### src/rtl/fp_div_pkg.sv
// rtl/fp_div_pkg.sv - shared types and constants for the multicycle FP divide arbiter
// Holds the controller state enum, the canned quiet NaN, response flag bit
// positions and the operand class used by the special-case screen.
package fp_div_pkg;

  typedef enum logic [1:0] {S_IDLE, S_CALC, S_RESP} state_t;

  localparam logic [31:0] QNAN = 32'h7FC0_0000;

  // Bit positions inside rsp_flags = {invalid, div_by_zero, overflow, underflow}
  localparam int FLG_INV = 3;
  localparam int FLG_DZ  = 2;
  localparam int FLG_OF  = 1;
  localparam int FLG_UF  = 0;

  typedef enum logic [1:0] {ZERO, NORM, INF, NAN} fp_class_t;

  // Denormals (exponent 0) are flushed and classed as zero.
  function automatic fp_class_t fp_class(input logic [31:0] v);
    if (v[30:23] == 8'h00)      return ZERO;
    else if (v[30:23] != 8'hFF) return NORM;
    else if (v[22:0] == 23'h0)  return INF;
    else                        return NAN;
  endfunction

  function automatic logic [31:0] fp_inf(input logic s);
    return {s, 8'hFF, 23'h0};
  endfunction

endpackage

### src/rtl/fp_div_classify.sv
// rtl/fp_div_classify.sv - combinational special-case and exponent-range screen for x / b
// Ports:
//   x, b    : single-precision dividend and divisor
//   special : result is fully determined here, the divider is not needed
//   z       : canned result (valid when special)
//   flags   : {invalid, div_by_zero, overflow, underflow} for the canned result
//   sign    : quotient sign x[31] ^ b[31]
module fp_div_classify
  import fp_div_pkg::*;
(
  input  logic [31:0] x,
  input  logic [31:0] b,
  output logic        special,
  output logic [31:0] z,
  output logic [3:0]  flags,
  output logic        sign
);

  fp_class_t        cx;
  fp_class_t        cb;
  logic signed [9:0] e;

  assign cx   = fp_class(x);
  assign cb   = fp_class(b);
  assign sign = x[31] ^ b[31];
  // Biased result exponent before normalisation; 10 bits signed covers -128..382.
  assign e    = $signed({2'b00, x[30:23]}) - $signed({2'b00, b[30:23]}) + 10'sd127;

  always_comb begin
    special = 1'b1;
    z       = '0;
    flags   = '0;
    if (cx == NAN || cb == NAN || (cx == ZERO && cb == ZERO) || (cx == INF && cb == INF)) begin
      z              = QNAN;
      flags[FLG_INV] = 1'b1;
    end else if (cx == INF) begin
      z = fp_inf(sign);
    end else if (cb == ZERO) begin
      z             = fp_inf(sign);
      flags[FLG_DZ] = 1'b1;
    end else if (cx == ZERO || cb == INF) begin
      z = {sign, 31'b0};
    end else if (e >= 10'sd256) begin
      z             = fp_inf(sign);
      flags[FLG_OF] = 1'b1;
    end else if (e <= 10'sd0) begin
      z             = {sign, 31'b0};
      flags[FLG_UF] = 1'b1;
    end else begin
      special = 1'b0;
    end
  end

endmodule

### src/rtl/fp_div_arbiter.sv
// rtl/fp_div_arbiter.sv - round-robin arbiter and multicycle controller for one shared FP divider
// Ports:
//   clk, rst_n           : clock, asynchronous active-low reset
//   req_valid/req_ready  : per-requester handshake; ready is one-hot and only in IDLE
//   req_x, req_b         : packed per-requester dividend/divisor, 32 bits each
//   rsp_valid/rsp_ready  : response handshake, rsp_* held while stalled
//   rsp_id, rsp_z        : owning requester and quotient
//   rsp_flags            : {invalid, div_by_zero, overflow, underflow}
//   div_x, div_b, div_z  : registered operands to and result from the external divider
module fp_div_arbiter
  import fp_div_pkg::*;
#(
  parameter int N_REQ      = 2,
  parameter int DIV_CYCLES = 3,
  parameter int ID_W       = $clog2(N_REQ)
) (
  input  logic                  clk,
  input  logic                  rst_n,
  input  logic [N_REQ-1:0]      req_valid,
  output logic [N_REQ-1:0]      req_ready,
  input  logic [32*N_REQ-1:0]   req_x,
  input  logic [32*N_REQ-1:0]   req_b,
  output logic                  rsp_valid,
  input  logic                  rsp_ready,
  output logic [ID_W-1:0]       rsp_id,
  output logic [31:0]           rsp_z,
  output logic [3:0]            rsp_flags,
  output logic [31:0]           div_x,
  output logic [31:0]           div_b,
  input  logic [31:0]           div_z
);

  localparam int CNT_W = $clog2(DIV_CYCLES + 1);

  state_t            state;
  logic [ID_W-1:0]   rr_ptr;
  logic [CNT_W-1:0]  cnt;
  logic              sign_q;

  logic              gnt_any;
  logic [ID_W-1:0]   gnt_idx;
  logic [31:0]       sel_x;
  logic [31:0]       sel_b;
  logic              cls_special;
  logic [31:0]       cls_z;
  logic [3:0]        cls_flags;
  logic              cls_sign;

  // Scan offsets from the highest down so the last hit is the nearest index at or after rr_ptr.
  always_comb begin
    int idx;
    gnt_any = 1'b0;
    gnt_idx = '0;
    idx     = 0;
    for (int k = N_REQ - 1; k >= 0; k--) begin
      idx = int'(rr_ptr) + k;
      if (idx >= N_REQ) idx = idx - N_REQ;
      if (req_valid[idx[ID_W-1:0]]) begin
        gnt_any = 1'b1;
        gnt_idx = idx[ID_W-1:0];
      end
    end
  end

  assign req_ready = (state == S_IDLE && gnt_any) ? (N_REQ'(1) << gnt_idx) : '0;
  assign sel_x     = req_x[32*gnt_idx +: 32];
  assign sel_b     = req_b[32*gnt_idx +: 32];

  fp_div_classify u_classify (
    .x       (sel_x),
    .b       (sel_b),
    .special (cls_special),
    .z       (cls_z),
    .flags   (cls_flags),
    .sign    (cls_sign)
  );

  always_ff @(posedge clk or negedge rst_n) begin
    if (!rst_n) begin
      state     <= S_IDLE;
      rr_ptr    <= '0;
      cnt       <= '0;
      sign_q    <= 1'b0;
      rsp_valid <= 1'b0;
      rsp_id    <= '0;
      rsp_z     <= '0;
      rsp_flags <= '0;
      div_x     <= '0;
      div_b     <= '0;
    end else begin
      case (state)
        S_IDLE: begin
          if (gnt_any) begin
            div_x  <= sel_x;
            div_b  <= sel_b;
            rsp_id <= gnt_idx;
            sign_q <= cls_sign;
            rr_ptr <= (gnt_idx == ID_W'(N_REQ - 1)) ? '0 : gnt_idx + 1'b1;
            if (cls_special) begin
              rsp_z     <= cls_z;
              rsp_flags <= cls_flags;
              rsp_valid <= 1'b1;
              state     <= S_RESP;
            end else begin
              cnt   <= CNT_W'(DIV_CYCLES - 1);
              state <= S_CALC;
            end
          end
        end
        S_CALC: begin
          // div_x/div_b stay untouched here: the divider is a multicycle path.
          if (cnt == '0) begin
            rsp_valid <= 1'b1;
            state     <= S_RESP;
            if (div_z[30:23] == 8'hFF) begin
              rsp_z     <= fp_inf(sign_q);
              rsp_flags <= 4'(1 << FLG_OF);
            end else if (div_z[30:23] == 8'h00) begin
              rsp_z     <= {sign_q, 31'b0};
              rsp_flags <= 4'(1 << FLG_UF);
            end else begin
              rsp_z     <= div_z;
              rsp_flags <= '0;
            end
          end else begin
            cnt <= cnt - 1'b1;
          end
        end
        S_RESP: begin
          if (rsp_ready) begin
            rsp_valid <= 1'b0;
            state     <= S_IDLE;
          end
        end
        default: state <= S_IDLE;
      endcase
    end
  end

endmodule

### config.mk
export PLATFORM = sky130hd
export DESIGN_NAME = fp_div_arbiter
export DESIGN_NICKNAME = d
export VERILOG_FILES = /design/src/rtl/fp_div_pkg.sv /design/src/rtl/fp_div_classify.sv /design/src/rtl/fp_div_arbiter.sv
export SDC_FILE = /design/constraint.sdc
export NUM_CORES = 1
export LEC_CHECK = 0
export ABC_AREA = 1
export CORE_UTILIZATION = 37
export DETAILED_ROUTE_END_ITERATION = 6
export GPL_TIMING_DRIVEN = 0
export HOLD_SLACK_MARGIN = 0.02
export PLACE_DENSITY = 0.73
export SLEW_MARGIN = 10
export SYNTH_ARGS = -nofsm -noshare
export SYNTH_HDL_FRONTEND = slang
export SYNTH_HIERARCHICAL = 1
export SYNTH_SLANG_ARGS = --single-unit
### constraint.sdc
create_clock -name clk -period 3.27 [get_ports clk]
set_clock_uncertainty 0.15 [all_clocks]
set_input_delay 0.654 -clock clk [delete_from_list [all_inputs] [get_ports clk]]
set_output_delay 0.654 -clock clk [all_outputs]
set_load 0.02 [all_outputs]
== Word level (Yosys, flattened, before mapping) ==
Index checks and enable logic that the tools add are counted.

* Register bits: 108
* Bits of input ports: 165
* Logic and storage cells: 129

* Add/subtract/negate cells: 7
* Order comparisons: 6
* Eq/ne operators: 15
* Shift-type cells: 3
* Muxes and demuxes: 64
* Bitwise logic cells: 1
* Reduce and logical (&&, ||, !) cells: 23

{| class="wikitable"
|+ Operators by type and width
! kind !! number
|-
| $mux 32 || 11
|-
| $shiftx 64x7->32 || 2
|-
| $pmux 32 s2 || 1
|-
| $logic_not 23->1 || 2
|-
| $mux 2 || 15
|-
| $mux 1 || 28
|-
| $logic_not 8->1 || 3
|-
| $ne 8x8->1 const B || 2
|-
| $mux 4 || 3
|-
| $ne 2x2->1 const B || 6
|-
| $add 10x8->10 const B || 1
|-
| $eq 2x2->1 const B || 5
|-
| $ge 10x10->1 const B || 1
|-
| $le 10x1->1 const B || 1
|-
| $sub 8x8->9 || 1
|-
| $eq 8x8->1 const B || 1
|-
| $logic_not 2->1 || 4
|-
| $pmux 4 s2 || 1
|-
| $reduce_and 4->1 || 2
|-
| $mux 3 || 2
|-
| $pmux 2 s3 || 1
|-
| $reduce_and 5->1 || 1
|-
| $logic_or 1x1->1 || 4
|-
| $lt 1x2->1 const B || 2
|-
| 16 further kinds || 19
|}

== Depth between registers and ports, before layout ==
Gate-level depths: netlist (run 1).

* Depth in word-level cells: 21
* Gate-level depth with buffers: 31
* Mapped depth without buffers: 29

== By module ==
Netlist (run 1), hierarchy kept.

{| class="wikitable"
|+ Modules (own cells, without submodules)
! module !! times used !! cells each !! area an instance (um2) !! seq. area each (um2)
|-
| fp_div_arbiter || 1 || 681 || 5368.9 || 2702.6
|-
| fp_div_classify || 1 || 239 || 1239.9 || 0.0
|}

== Worst setup path after synthesis (run 1) ==
No wires, ideal clock.

* Path type: input to register
* Start: in req_valid[0]
* End: reg rsp_z[10]
* Arrival time: 3620 ps
* Required time: 2998 ps
* Path slack: -623 ps
* Stages: 28
* Path buffers: 4
* Cells stage by stage: inv_1 > o21ai_1 > buf_2 > buf_2 > nand2_1 > nand2_1 > inv_1 > ha_1 > inv_1 > fa_1 > inv_1 > nand2_1 > nor2_1 > nand3_1 > nor2_2 > nand3_2 > nand2_1 > nand2_1 > nand2_1 > nor2_2 > nand2_1 > inv_1 > nand2_1 > nand4_2 > buf_6 > buf_6 > a21oi_2 > a21oi_1

* Elaborated cells on any way between the ends: 55
* Those cells by class: add/sub (2); order compare (2); eq/ne (8); shift (2); mux (28); reduce/logical (13)

{| class="wikitable"
|+ RTL lines
! element !! line !! RTL
|-
| start, declared || fp_div_arbiter.sv:19 || <nowiki>input logic [N_REQ-1:0] req_valid,</nowiki>
|-
| $mux 1 (not written as such) (2 in a row) || fp_div_arbiter.sv:58 || <nowiki>if (req_valid[idx[ID_W-1:0]]) begin</nowiki>
|-
| $mux 1 || fp_div_arbiter.sv:58 ||
|-
| $mux 1 * || fp_div_arbiter.sv:58 ||
|-
| $shiftx 64x7->32 * || fp_div_arbiter.sv:66 || <nowiki>assign sel_x = req_x[32*gnt_idx +: 32];</nowiki>
|-
| named net sel_x[23] || fp_div_arbiter.sv:42 || <nowiki>logic [31:0] sel_x;</nowiki>
|-
| $sub 8x8->9 / $ne 8x8->1 (equally long branches) || fp_div_classify.sv:27, fp_div_pkg.sv:21 ||
|-
| $add 10x8->10 / $mux 2 (equally long branches) || fp_div_classify.sv:27, fp_div_pkg.sv:21 ||
|-
| $le 10x1->1 / $mux 2 (equally long branches) || fp_div_classify.sv:46, fp_div_pkg.sv:20 ||
|-
| $mux 1 / $logic_not 2->1 (equally long branches) || fp_div_classify.sv:46, fp_div_classify.sv:33, fp_div_classify.sv:41 ||
|-
| $mux 1 / $logic_or 1x1->1 (equally long branches) || fp_div_classify.sv:43, fp_div_classify.sv:41 ||
|-
| $mux 1 || fp_div_classify.sv:41 || <nowiki>end else if (cx == ZERO || cb == INF) begin</nowiki>
|-
| $mux 1 || fp_div_classify.sv:38 || <nowiki>end else if (cb == ZERO) begin</nowiki>
|-
| $mux 1 || fp_div_classify.sv:36 || <nowiki>end else if (cx == INF) begin</nowiki>
|-
| $mux 1 * || fp_div_classify.sv:33 || <nowiki>if (cx == NAN || cb == NAN || (cx == ZERO && cb == ZERO) || (cx == INF && cb == INF)) begin</nowiki>
|-
| named net cls_special || fp_div_arbiter.sv:44 || <nowiki>logic cls_special;</nowiki>
|-
| $ne 2x2->1 (no line) * || - ||
|-
| $reduce_and 4->1 (no line) * || - ||
|-
| end signal, assigned || fp_div_arbiter.sv:100 || <nowiki>rsp_z <= cls_z;</nowiki>
|-
| end signal, assigned || fp_div_arbiter.sv:116 || <nowiki>rsp_z <= fp_inf(sign_q);</nowiki>
|-
| end signal, assigned || fp_div_arbiter.sv:119 || <nowiki>rsp_z <= {sign_q, 31'b0};</nowiki>
|-
| end, declared || fp_div_arbiter.sv:26 || <nowiki>output logic [31:0] rsp_z,</nowiki>
|}

The timed path passes the listed nets; every way through them passes the cells marked *. The select of a mux whose other input is x is not followed.
A chain may end at the register's enable or synchronous reset.

== Final worst setup path (run 1) ==
* Start: in req_valid[0]
* End: reg rsp_z[5]

The elaborated chain is that of the path after synthesis.

==> run_results.csv, run 1 <==
group,metric,value,unit
run_status,status,"finished with violations",
run_status,violations,"setup timing",
setup_path,path_common_cell,"nand2_2",
detailed_routing,route.met3.wl,1660,µm
place,io_buffers,268,
setup_path,worstSetupStartpoint,"req_valid[0]",
power_and_ir_drop,ir_drop,0.473,mV
cells_and_area,finalNonFillerCells,1483,
yosys,synth_ff_type,"dfrtp_1",
clock_tree,cts.sinks,108,
detailed_routing,route.detailed.drc,0,
sta,final-setup-viol-count,41,
cells_and_area,fillerInstances,1559,
cells_and_area,final_core_util,61.5,%
setup_path,r2r_setup_slack,-0.42,ns
place,dp_hpwl,18600,µm
clock_tree,cts_buffer_depth,2,
clock_tree,clk_pin_slew,0.08,ns
detailed_routing,wl_per_cell,16.9,µm
yosys,synth_edf_count,0,
grt,grt_use_total,27.3,%
grt,grt_pass1_vias,7153,
place,routabilityCongestion,0.912,
setup_path,crit_path_end_kind,"flip-flop",
detailed_routing,routed_wl,25100,µm
clock_tree,cts_tree,"done",
sta,rsz0062_at_grt,"yes",
setup_path,required,3.36,ns
cells_and_area,mostFrequentLayoutCells,"nand2_1, clkdlybuf4s50_1, nor2_1",
yosys,synth_area_per_cell,7.18,µm²
detailed_routing,wl_met2,11700,µm
die,initial_core_util,38.1,%
sta,layout_setup_ws,-0.436,ns
detailed_routing,met1_length,10700,µm
cells_and_area,layout_commonest_cell,"nand2_1",
setup_path,slowest_delay,0.56,ns
grt,grt_pass1_wl,38000,µm
yosys,yosysSeqAreaShare,40.9,%
hold_path,hold_class,"primary input to async pin",
grt,grt_max_degree,59,
yosys,yosysWarningCount,6,
yosys,synth_cell_types,35,
clock_tree,cts_inserted_buffers,9,
sta,fmax,270,MHz
die,die_x,136,µm
cells_and_area,finalNetCount,1426,
grt,antenna_found_initial,2,
setup_path,cp_slowest_cell,"fa_2",
die,die-area,0.0184,mm²
detailed_routing,dr.max_layer_used,"met4",
die,core.rowCount,48,
detailed_routing,vias,7574,
clock_tree,clockRootBuffer,"clkbuf_16",
power_and_ir_drop,leakage,0.00493,µW
sta,worst-slew-pin-transition,0.534,ns
detailed_routing,drt_iter0_drc,564,
job,max_cap_viol_count,0,
setup_path,worstPathMaxFanout,6,
sta,finalCritPeriodShare,113,%
detailed_routing,vias_per_cell,5.11,
detailed_routing,drt_pass1_iterations,5,
clock_tree,htree_levels,3,
die,die_y,136,µm
die,core_area,0.0174,mm²
cells_and_area,layout-drive-gt1-share,17.0,%
setup_path,crit_path_start_kind,"primary input",
setup_path,path_class,"primary input to flip-flop",
die,io_pins,269,
grt,grt_overflow,0,
sta,slew_viol_final,0,
clock_tree,postCtsHoldBufs,0,
yosys,syn_inst,920,
setup_path,cp.arrival,3.80,ns
yosys,synthArstFlopShare,100,%
setup_path,r2r-end,"rsp_z[5]",
yosys,ys_ff_latch,108,
setup_path,reg2reg_from,"rr_ptr",
place,dp.cells,1435,
setup_path,reg2reg_depth,28,
cells_and_area,syn_to_final_growth,61.6,%
clock_tree,clk_latency,0.35,ns
sta,final.min_clock_period,3.71,ns
setup_path,setup.worst_path.end,"rsp_z[5]",
sta,relSlewSlack,64.4,%
yosys,netlist_area,0.00661,mm²
sta,hold_viol,0,
power_and_ir_drop,p_per_area,921,mW/mm²
detailed_routing,ant_nets,0,
## stage by stage
step | TNS (ns) | hold slack [ns] | total power [µW] | setup slack, ns | cell area (µm²)
2_1_floorplan | -13.61 | 0.208 | 5630 | -0.396 | 6780
3_3_place_gp | -396.30 | 0.308 | 7820 | -3.11 | 9740
3_5_place_dp | -64.62 | 0.314 | 7910 | -1.64 | 9770
4_1_cts | -12.92 | 0.113 | 9510 | -0.367 | 10400
5_1_grt | -25.84 | 0.135 | 10400 | -0.672 | 10700
6_report | -16.14 | 0.0950 | 9840 | -0.436 | 10700
## metal layers
| metal | global-route usage (%) | vias up |
|---|---|---|
| met1 | 35.9 | 3552 |
| met4 | 13.0 | 0 |
| li1 | - | 3634 |
| met3 | 3.74 | 65 |
| met5 | 0 | - |
| met2 | 44.0 | 323 |
## area by class of cell
type	instances	area, µm²	share of cell area, %
clock inverter	3	18.8	0.176
clock buffer	13	270	2.53
tap	225	282	2.64
buffer	75	603	5.65
multi-input combinational	702	3530	33.1
timing repair buffer	299	3030	28.3
antenna	2	5.00	0.0469
sequential	108	2700	25.3
inverter	55	234	2.19
timing repair inverter	1	8.76	0.0820
## report_power, final
group	switching, µW	internal, µW	leakage, µW	total, µW
sequential	374	2010	0.00123	2380
clock	535	582	0.000146	1120
combinational	3460	2880	0.00355	6340
## worst min path at each step
stage	start	endpoint	depth (start not counted)
final	rst_n	div_b[12]	1
after global routing	rst_n	div_x[10]	1
after CTS	rst_n	div_b[12]	1
after detailed placement	rsp_flags[2]	rsp_flags[2]	2
after global placement	rsp_flags[2]	rsp_flags[2]	2
after floorplan	rst_n	cnt[0]	0
## cells in the mapped netlist (3+ instances only)
cell type	count	share of area, %
o31ai_1	4	0.45
buf_4	33	3.7
inv_1	48	2.7
o21ai_1	3	0.23
nand2_2	9	0.85
nand4_1	33	3.1
a21oi_2	11	1.5
buf_1	3	0.17
ha_1	9	1.7
nor3_1	3	0.23
buf_6	5	0.85
buf_2	27	2.0
a21oi_1	42	3.2
o31ai_2	5	0.95
nand3_1	26	2.0
inv_2	7	0.40
o21ai_0	8	0.61
nor2_2	3	0.28
nand2_1	288	16
a31oi_1	65	6.2
dfrtp_1	108	41
nand3_2	3	0.45
clkbuf_1	8	0.45
nor2_1	158	9.0
## state kept, by name, indices dropped and copies added (netlist names)
name and cells:
cnt 2, div_b 32, div_x 32, rr_ptr 1, rsp_flags 4, rsp_id 1, rsp_valid 1, rsp_z 32
sign_q 1, state 2
## worst max-delay path, delay by kind of cell
family / cells / cell delay, ns
and+or+nand+nor: 13 / 1.04
buffers and inverters: 13 / 1.16
adders and majority gates: 2 / 0.69
AOI/OAI and AO/OA: 2 / 0.25
## cells by family (layout without fill, tap and decap cells)
group                    after synthesis  after routing  synth area share, %
AND/OR/NAND/NOR                      530            530                 33.2
AO/OA/AOI/OAI                        139            139                 13.3
buffers and inverters                131            446                 10.4
flip-flops                           108            108                 40.9
adder cells (fa/ha/maj)               10             10                 2.01
other                                  1             24               0.0567
XOR/XNOR                               1              1                0.133
## repair_timing
action / in CTS / in global routing
gates cloned: 3 / 2
resized for setup: 68 / 44
pin swaps: 16 / 18
setup endpoints to repair: 43 / 42
setup buffers: 21 / 6
Power figures use the tool's default switching activity.
==> run 2: changes to the inputs <==
--- a/config.mk
+++ b/config.mk
@@ -8,7 +8,6 @@
 export ABC_AREA = 1
 export CORE_UTILIZATION = 37
 export DETAILED_ROUTE_END_ITERATION = 6
-export GPL_TIMING_DRIVEN = 0
 export HOLD_SLACK_MARGIN = 0.02
 export PLACE_DENSITY = 0.73
 export SLEW_MARGIN = 10
==> run_results.csv, run 2 (synthesis results as in run 1) <==
group,metric,value,unit
sta,hold_viol,0,
power_and_ir_drop,power.internal,5870,µW
sta,relSlewSlack,23.9,%
grt,grt_overflow,0,
power_and_ir_drop,pwr-share-seq,23.3,%
power_and_ir_drop,leakage,0.00524,µW
setup_path,crit_path_start_kind,"primary input",
grt,gr-usage-met1,33.0,%
sta,slew_viol_final,0,
sta,finalCritPeriodShare,116,%
die,io_pins,269,
die,die-area,0.0184,mm²
detailed_routing,ant_nets,0,
run_status,violations,"setup timing",
detailed_routing,vias,7527,
grt,met3_usage,3.22,%
cells_and_area,mostFrequentLayoutCells,"clkdlybuf4s50_1, nand2_1, nor2_1",
run_status,status,"finished with violations",
grt,antenna_found_initial,0,
job,max_cap_viol_count,0,
clock_tree,cts_buffer_depth,2,
power_and_ir_drop,clockPowerShare,12.6,%
detailed_routing,route.detailed.drc,0,
die,die_x,136,µm
grt,grt_use_total,26.4,%
detailed_routing,drt_pass1_iterations,5,
setup_path,required,3.35,ns
clock_tree,cts_tree,"done",
detailed_routing,vias_per_cell,4.91,
place,dp_hpwl,17800,µm
cells_and_area,layout_commonest_cell,"clkdlybuf4s50_1",
clock_tree,clockRootBuffer,"clkbuf_16",
power_and_ir_drop,p_switching,4460,µW
cells_and_area,reg_top3,"div_b x32, div_x x32, rsp_z x32",
detailed_routing,drt_iter0_drc,492,
clock_tree,htree_levels,3,
clock_tree,clk_latency,0.35,ns
die,core.rowCount,48,
die,die_y,136,µm
cells_and_area,syn_to_final_growth,72.9,%
power_and_ir_drop,netSwitchingFraction,43.2,%
detailed_routing,wl_per_cell,16.1,µm
cells_and_area,finalNetCount,1478,
clock_tree,postCtsHoldBufs,0,
setup_path,crit_path_end_kind,"flip-flop",
sta,layout_setup_ws,-0.529,ns
clock_tree,clk_pin_slew,0.08,ns
die,core_area,0.0174,mm²
die,initial_core_util,38.1,%
sta,fmax,263,MHz
power_and_ir_drop,p_total,10300,µW
sta,worst-slew-pin-transition,1.14,ns
cells_and_area,diodes,0,
hold_path,hold_class,"primary input to async pin",
sta,final-setup-viol-count,41,
sta,final.min_clock_period,3.80,ns
setup_path,worstPathMaxFanout,7,
sta,rsz0062_at_grt,"yes",
cells_and_area,fillerInstances,1454,
clock_tree,cts.sinks,108,
grt,use_met2,45.3,%
place,routabilityCongestion,0.932,
clock_tree,cts_inserted_buffers,9,
grt,grt_pass1_vias,7465,
grt,grt_pass1_wl,37300,µm
grt,grt-busiest-layer,"met2",
grt,grt_max_degree,64,
power_and_ir_drop,ir_drop,0.433,mV
cells_and_area,layout-drive-gt1-share,23.7,%
place,io_buffers,268,
sta,tns,-19.36,ns
setup_path,cp.arrival,3.88,ns
power_and_ir_drop,p_per_area,905,mW/mm²
power_and_ir_drop,combPwrFrac,64.1,%
setup_path,path_class,"primary input to flip-flop",
detailed_routing,routed_wl,24600,µm
[run 2: changes by cell type in the layout (fill, tap and decap cells not counted), sizes merged]
cell           previous run  this run
dlymetal6s2s              1         0
inv                      56        55
clkdlybuf4s50           264       265
clkinv                    3         4
bufinv                    0         3
clkbuf                   22        11
diode                     2         0
bufbuf                    0         1
buf                      99       158
[run 2: worst paths after layout]
kind                       slack, ns         start        end  cells past startpoint
setup / recovery               -0.53  req_valid[0]  rsp_z[18]                     26
setup reg to reg               -0.51        rr_ptr  rsp_z[18]                     24
min in group clk                0.35     rsp_z[27]  rsp_z[27]                      2
hold reg to reg                 0.35     rsp_z[27]  rsp_z[27]                      2
hold / removal                  0.17         rst_n   div_x[8]                      1
max in group asynchronous       2.06         rst_n  rsp_z[26]                      2
[run 2: worst max-delay path, stage by stage]
cell      delay [ns]
buf_6           0.10
inv_12          0.03
o21ai_4         0.25
clkinv_4        0.17
nand2_4         0.11
nand2_4         0.06
inv_4           0.06
ha_4            0.13
inv_4           0.03
fa_2            0.37
nand2_2         0.08
nand2_2         0.07
nor3_1          0.29
nand3_1         0.13
nor2_1          0.12
nand4_1         0.17
nand2_2         0.10
nor2_2          0.05
nand2_1         0.08
inv_2           0.04
nand2_2         0.09
nand4_4         0.18
buf_6           0.18
buf_8           0.13
a21oi_1         0.12
a21oi_1         0.09
[run 2: final cells by class]
type	count	area, µm²	share of cell area (%)
clock buffers	10	239	2.09
clock inverters	6	109	0.953
inverters	55	241	2.11
multi-input cells	702	3760	32.9
flip-flops and latches	108	2700	23.7
well taps	225	282	2.46
repair buffers	426	4080	35.7
repair inverters	1	8.76	0.0767
[run 2: power by group through the flow]
stage | logic (µW) | registers (µW) | clock network (µW)
after CTS | 6080 | 2390 | 1320
after floorplan | 2520 | 3110 | 0
after global routing | 7110 | 2480 | 1360
final | 6630 | 2410 | 1300
after detailed placement | 5560 | 2400 | 0
after global placement | 5470 | 2390 | 0
[run 2: routing by layer]
metal / vias up / part of all wire [%] / routed length, µm
met5: - / 0 / 0
met4: 0 / 3.4 / 826
met3: 46 / 4.9 / 1200
met2: 238 / 50 / 12200
met1: 3506 / 42 / 10300
li1: 3737 / - / -
[run 2: repair_timing]
item	CTS	global route
gates cloned	4	2
setup endpoints to repair	42	41
pin swaps	10	23
buffers inserted	14	6
resized for setup	54	84
hold endpoints to repair	0	0
[run 2: through the flow]
| step | area (µm²) | util (%) | hold WS [ns] | instances | worst slack, ns |
|---|---|---|---|---|---|
| 2_1_floorplan | 6780 | - | 0.208 | 941 | -0.396 |
| 3_3_place_gp | 10300 | 59.4 | 0.311 | 1491 | -1.26 |
| 3_5_place_dp | 10300 | 59.4 | 0.317 | 1491 | -1.37 |
| 4_1_cts | 11000 | 63.6 | 0.193 | 1525 | -0.245 |
| 5_1_grt | 11400 | 65.8 | 0.212 | 1533 | -0.741 |
| 6_report | 11400 | 65.8 | 0.168 | 1533 | -0.529 |
